==> src/rtl/riscv_pkg.sv <==
// Shared RV32I-subset encodings: opcodes, ALU operation codes, ALUOp classes
// and the multicycle control FSM state type.
package riscv_pkg;

  localparam logic [6:0] OP_LW  = 7'b0000011;
  localparam logic [6:0] OP_SW  = 7'b0100011;
  localparam logic [6:0] OP_R   = 7'b0110011;
  localparam logic [6:0] OP_I   = 7'b0010011;
  localparam logic [6:0] OP_BEQ = 7'b1100011;
  localparam logic [6:0] OP_JAL = 7'b1101111;

  localparam logic [2:0] ALU_ADD = 3'b000;
  localparam logic [2:0] ALU_SUB = 3'b001;
  localparam logic [2:0] ALU_AND = 3'b010;
  localparam logic [2:0] ALU_OR  = 3'b011;
  localparam logic [2:0] ALU_SLT = 3'b101;

  typedef enum logic [1:0] {
    ALUOP_ADD   = 2'b00,
    ALUOP_SUB   = 2'b01,
    ALUOP_FUNCT = 2'b10
  } aluop_t;

  typedef enum logic [3:0] {
    FETCH, DECODE, MEMADR, MEMREAD, MEMWB, MEMWRITE,
    EXECUTER, EXECUTEI, ALUWB, BEQ, JAL
  } state_t;

endpackage

==> src/rtl/alu_decoder.sv <==
// Maps ALUOp plus instruction fields to an ALUControl code; shared with the
// single-cycle control path.
module alu_decoder
  import riscv_pkg::*;
(
  input  aluop_t     ALUOp,
  input  logic [2:0] funct3,
  input  logic       op5,
  input  logic       funct7b5,
  output logic [2:0] ALUControl
);

  always_comb begin
    ALUControl = ALU_ADD;
    case (ALUOp)
      ALUOP_ADD: ALUControl = ALU_ADD;
      ALUOP_SUB: ALUControl = ALU_SUB;
      ALUOP_FUNCT: begin
        case (funct3)
          // sub only for R-type with Instr[30] set; addi ignores funct7
          3'b000:  ALUControl = (op5 & funct7b5) ? ALU_SUB : ALU_ADD;
          3'b010:  ALUControl = ALU_SLT;
          3'b110:  ALUControl = ALU_OR;
          3'b111:  ALUControl = ALU_AND;
          default: ALUControl = ALU_ADD;
        endcase
      end
      default: ALUControl = ALU_ADD;
    endcase
  end

endmodule

==> src/rtl/mc_control_unit.sv <==
// Multicycle RV32I-subset control: Moore FSM driving datapath selects and
// enables, with ImmSrc decode and an ALU decoder sub-block.
module mc_control_unit
  import riscv_pkg::*;
(
  input  logic       clk,
  input  logic       rst,
  input  logic [6:0] op,
  input  logic [2:0] funct3,
  input  logic       funct7b5,
  input  logic       Zero,
  output logic       PCWrite,
  output logic       AdrSrc,
  output logic       MemWrite,
  output logic       IRWrite,
  output logic       RegWrite,
  output logic [1:0] ResultSrc,
  output logic [1:0] ALUSrcA,
  output logic [1:0] ALUSrcB,
  output logic [1:0] ImmSrc,
  output logic [2:0] ALUControl,
  output logic       illegal_instr
);

  state_t state, state_next;
  aluop_t alu_op;
  logic   pc_update, branch, mem_write, ir_write, reg_write, illegal;

  always_ff @(posedge clk or posedge rst) begin
    if (rst) state <= FETCH;
    else     state <= state_next;
  end

  always_comb begin
    state_next = FETCH;
    alu_op     = ALUOP_ADD;
    pc_update  = 1'b0;
    branch     = 1'b0;
    mem_write  = 1'b0;
    ir_write   = 1'b0;
    reg_write  = 1'b0;
    illegal    = 1'b0;
    AdrSrc     = 1'b0;
    ResultSrc  = 2'b00;
    ALUSrcA    = 2'b00;
    ALUSrcB    = 2'b00;
    case (state)
      FETCH: begin
        ir_write   = 1'b1;
        ALUSrcB    = 2'b10;
        ResultSrc  = 2'b10;
        pc_update  = 1'b1;
        state_next = DECODE;
      end
      DECODE: begin
        ALUSrcA = 2'b01;
        ALUSrcB = 2'b01;
        case (op)
          OP_LW, OP_SW: state_next = MEMADR;
          OP_R:         state_next = EXECUTER;
          OP_I:         state_next = EXECUTEI;
          OP_BEQ:       state_next = BEQ;
          OP_JAL:       state_next = JAL;
          default: begin
            state_next = FETCH;
            illegal    = 1'b1;
          end
        endcase
      end
      MEMADR: begin
        ALUSrcA    = 2'b10;
        ALUSrcB    = 2'b01;
        state_next = (op == OP_LW) ? MEMREAD : MEMWRITE;
      end
      MEMREAD: begin
        AdrSrc     = 1'b1;
        state_next = MEMWB;
      end
      MEMWB: begin
        ResultSrc  = 2'b01;
        reg_write  = 1'b1;
        state_next = FETCH;
      end
      MEMWRITE: begin
        AdrSrc     = 1'b1;
        mem_write  = 1'b1;
        state_next = FETCH;
      end
      EXECUTER: begin
        ALUSrcA    = 2'b10;
        alu_op     = ALUOP_FUNCT;
        state_next = ALUWB;
      end
      EXECUTEI: begin
        ALUSrcA    = 2'b10;
        ALUSrcB    = 2'b01;
        alu_op     = ALUOP_FUNCT;
        state_next = ALUWB;
      end
      ALUWB: begin
        reg_write  = 1'b1;
        state_next = FETCH;
      end
      BEQ: begin
        ALUSrcA    = 2'b10;
        alu_op     = ALUOP_SUB;
        branch     = 1'b1;
        state_next = FETCH;
      end
      JAL: begin
        ALUSrcA    = 2'b01;
        ALUSrcB    = 2'b10;
        pc_update  = 1'b1;
        state_next = ALUWB;
      end
      default: state_next = FETCH;
    endcase
  end

  always_comb begin
    case (op)
      OP_SW:   ImmSrc = 2'b01;
      OP_BEQ:  ImmSrc = 2'b10;
      OP_JAL:  ImmSrc = 2'b11;
      default: ImmSrc = 2'b00;
    endcase
  end

  // Enables are gated by rst so an abandoned instruction cannot write while reset is held.
  assign PCWrite       = ~rst & (pc_update | (branch & Zero));
  assign MemWrite      = ~rst & mem_write;
  assign IRWrite       = ~rst & ir_write;
  assign RegWrite      = ~rst & reg_write;
  assign illegal_instr = ~rst & illegal;

  alu_decoder u_alu_decoder (
    .ALUOp      (alu_op),
    .funct3     (funct3),
    .op5        (op[5]),
    .funct7b5   (funct7b5),
    .ALUControl (ALUControl)
  );

endmodule

==> config.mk <==
export PLATFORM = sky130hd
export DESIGN_NAME = mc_control_unit
export DESIGN_NICKNAME = d
export VERILOG_FILES = /design/src/rtl/riscv_pkg.sv /design/src/rtl/alu_decoder.sv /design/src/rtl/mc_control_unit.sv
export SDC_FILE = /design/constraint.sdc
export NUM_CORES = 1
export LEC_CHECK = 0
export BUFFER_PORTS_ARGS = -buffer_cell sky130_fd_sc_hd__clkbuf_2
export CAP_MARGIN = 20
export CORE_MARGIN = 1.5
export CORE_UTILIZATION = 48
export DETAILED_ROUTE_END_ITERATION = 7
export GPL_ROUTABILITY_DRIVEN = 0
export PLACE_DENSITY = 0.92
export SKIP_CTS_REPAIR_TIMING = 1
export SLEW_MARGIN = 20
export SYNTH_ARGS = -nofsm -noshare
export SYNTH_HDL_FRONTEND = slang
export SYNTH_SLANG_ARGS = --single-unit
==> constraint.sdc <==
create_clock -name clk -period 3.2 [get_ports clk]
set_clock_uncertainty 0.1 [all_clocks]
set_input_delay 0.48 -clock clk [delete_from_list [all_inputs] [get_ports clk]]
set_output_delay 0.48 -clock clk [all_outputs]
set_load 0.1 [all_outputs]
==> impl_summary.log <==
[metrics] status: complete, no violations
[metrics] die outline area: ~1500 µm²
[metrics] headroom to the max-slew limit: 64.0%
[metrics] final HPWL from detailed placement: 1.16 mm
[metrics] Antenna Nets Post-Route: 0
[metrics] placed cell area: 759 µm²
[metrics] average instance area after synthesis: about 8.1 µm²
[metrics] clock insertion delay at the later pin of the skew report: 0.24 ns
[metrics] cell area after layout: 782 µm²
[metrics] wire length per cell after detailed routing: 11.8 µm
[metrics] Post-layout nets: 123
[metrics] synthesized netlist net count: 94
[metrics] number of buffers created by CTS: 3
[metrics] Least-Margin Pin Slew: 0.543 ns
[metrics] count leader, synth: sky130_fd_sc_hd__inv_1
[metrics] starting density of the core: 54.3%
[metrics] worst hold slack: 0.0725 ns
[metrics] largest net degree at the start of global routing: 18
[metrics] Core Util, Final: 67.6%
[metrics] final global-route overflow total: 0
[metrics] RSZ-0062 raised after global routing: no
[metrics] worst path required time: 2.62 ns
[metrics] cell type contributing the most total cell area after synthesis: sky130_fd_sc_hd__dfrtp_1
[metrics] Vias per Instance: 5.53
[metrics] number of flops mapped to enable cells by yosys: 0
[metrics] post-synth design cell area: 628 µm²
[metrics] minimum period implied by the final worst setup slack: 2.76 ns
[metrics] drc violations: 0
[metrics] cells after synthesis: 78
[metrics] drt pass-1 iters: 3
[metrics] Slew Viols, Final: 0
[metrics] Cell variety after synth: 38
[metrics] leading registers by flop count: state: 4 flops
[metrics] Setup crit end kind: output port
[metrics] FF+latch area: 100 µm²
[metrics] leakage power figure: 0.000363 µW
[metrics] Maximum Capacitance Violations: 0
[metrics] share of the yosys chip area belonging to registers: 15.9%
[metrics] fraction of layout cells with a size suffix above 1: 40.0%
[metrics] top cells by count, synth: sky130_fd_sc_hd__inv_1, sky130_fd_sc_hd__a21oi_1, sky130_fd_sc_hd__dfrtp_1, sky130_fd_sc_hd__nor2_1
[metrics] final setup vio count: 0
[metrics] total vias in the final route: 658
[metrics] antenna violations before repair: 0
[metrics] worst flop-to-flop path endpoint: state[1]
[metrics] Setup Slack @ Placement: 0.682 ns
[metrics] global router's overall resource usage: 22.9%
[metrics] wire length of the first global-routing pass: 2.37 mm
[metrics] minimum setup slack among reg-to-reg paths: 1.76 ns
[metrics] register with the most flip-flops: state
[metrics] share of the clock period used by the worst path: 86.2%
[metrics] Cell Pwr Density: 770 nW/µm²
[metrics] TritonCTS clock tree: yes
[metrics] ys async rst share: 100%
[metrics] standard-cell rows: 12
[metrics] Area growth syn-to-layout: 24.5%
[metrics] Longest Clk Path Bufs: 2
[metrics] via count of the first global-routing pass: 590
[metrics] number of port buffers: 30
[metrics] clock slew seen by the registers of the worst setup and hold paths: 0.04 ns
[metrics] category of the most critical setup path: reg2out
[metrics] Yosys warning count: 0
[metrics] Synth area leaders: sky130_fd_sc_hd__dfrtp_1, sky130_fd_sc_hd__and4bb_4, sky130_fd_sc_hd__xnor2_1, sky130_fd_sc_hd__a21oi_1, sky130_fd_sc_hd__ha_1
[metrics] core outline area: around 1200 µm²
[metrics] fill count: between 100 and 150
[metrics] CP arrival: approximately 2.2 ns
[metrics] I/O pin cnt: 31
[metrics] proportion of netlist area held by the largest area contributor: between 15 and 20%
[metrics] number of flip-flops under the largest register name: 4
[metrics] path type of the worst min-delay path: in2async
[metrics] Routed Wire Length: between 1 and 1.5 mm
[metrics] buffer type at the clock tree root: sky130_fd_sc_hd__clkbuf_4
[metrics] multi-input gate area in the final layout: 465 µm²
[metrics] Iter 0 DRT Violations: 9
[metrics] most used flip-flop cell after synthesis: sky130_fd_sc_hd__dfrtp_1
[metrics] worst setup path start: state[1]
[metrics] count of inserted antenna diode cells: 0
[metrics] Final Hold Fails: 0
[metrics] clock sinks: 4
[metrics] maximum clock rate: 363 MHz
[metrics] Critical R2R Launch: state[0]
[metrics] DIE WIDTH: 39.2 µm
[metrics] maximum fanout encountered on the critical timing path: 17
[metrics] Worst Slack Setup Final: roughly 0.44 ns
[metrics] length in cells of the worst reg-to-reg path: 3
[metrics] element type at the critical path start: flop
[metrics] H-tree levels: 1
[metrics] worst vdd ir: 462 µV
[metrics] number of flip-flops and latches in the synthesized netlist: 4
[metrics] die height: 39.2 µm
==> cell families (layout without fill, tap and decap cells) <==
kind of cell / after synthesis / in the layout / share of synthesized area, %
buffers and inverters: 13 / 40 / 11.8
adders and majority gates: 2 / 2 / 3.98
muxes: 1 / 1 / 1.59
AOI/OAI and AO/OA: 15 / 15 / 14.5
and+or+nand+nor: 39 / 39 / 46.6
DFF: 4 / 4 / 15.9
xor gates and xnor gates: 4 / 4 / 5.58
==> power by group <==
part           switching, µW  internal, µW
sequential              33.9          58.0
clock                   20.9          42.0
combinational            368          78.7
total                    423           179
==> how the worst max path moves through the flow <==
stage / to / depth (start not counted)
floorplan: IRWrite / 3
global placement: ALUControl[0] / 6
detailed placement: ALUControl[0] / 6
CTS: ALUControl[0] / 6
global route: ALUControl[0] / 6
finish: ALUControl[0] / 6
==> cell type report <==
| class | instances | area share (%) |
|---|---|---|
| clock buffer | 3 | 2.88 |
| inverter | 7 | 3.36 |
| multi-input combinational | 61 | 59.5 |
| sequential | 4 | 12.8 |
| tap | 14 | 2.24 |
| timing repair buffer | 30 | 19.2 |
==> placed cells by master (no fill, tap or decap), types with 2 or more instances in the layout <==
cell type and n:
sky130_fd_sc_hd__clkbuf_2 30, sky130_fd_sc_hd__inv_1 6, sky130_fd_sc_hd__a21oi_1 5, sky130_fd_sc_hd__nor2_1 4, sky130_fd_sc_hd__dfrtp_1 4, sky130_fd_sc_hd__and3_1 3, sky130_fd_sc_hd__a31oi_1 3, sky130_fd_sc_hd__xnor2_1 3
sky130_fd_sc_hd__nor4_1 3, sky130_fd_sc_hd__clkbuf_4 3, sky130_fd_sc_hd__and4bb_4 2, sky130_fd_sc_hd__nor3_1 2, sky130_fd_sc_hd__and3b_1 2, sky130_fd_sc_hd__nand4_1 2, sky130_fd_sc_hd__o21ai_1 2, sky130_fd_sc_hd__nand3_1 2
sky130_fd_sc_hd__nand4b_1 2, sky130_fd_sc_hd__nor3b_1 2, sky130_fd_sc_hd__nor2b_1 2, sky130_fd_sc_hd__nor4_2 2, sky130_fd_sc_hd__nand3b_1 2, sky130_fd_sc_hd__nor3_2 2, sky130_fd_sc_hd__ha_1 2
==> per-layer routing <==
| metal | track usage (%) | vias up | part of all wire, % |
|---|---|---|---|
| li1 | - | 344 | - |
| met1 | 26.3 | 289 | 46 |
| met2 | 40.8 | 25 | 47 |
| met3 | 6.94 | 0 | 6.2 |
| met4 | 5.17 | 0 | 0 |
| met5 | 0 | - | 0 |
==> critical path: stages (launching register included) <==
cell	delay (ns)
sky130_fd_sc_hd__dfrtp_1	0.66
sky130_fd_sc_hd__and4bb_4	0.32
sky130_fd_sc_hd__inv_2	0.05
sky130_fd_sc_hd__ha_1	0.18
sky130_fd_sc_hd__a31oi_1	0.10
sky130_fd_sc_hd__a21oi_1	0.15
sky130_fd_sc_hd__clkbuf_2	0.47
==> metrics by stage <==
step	total power, µW	cells	setup TNS (ns)
2_1_floorplan	491	78	-3.14
3_3_place_gp	536	116	0
3_5_place_dp	543	116	0
4_1_cts	606	119	0
5_1_grt	629	119	0
6_report	602	119	0
Power figures use the tool's default switching activity.
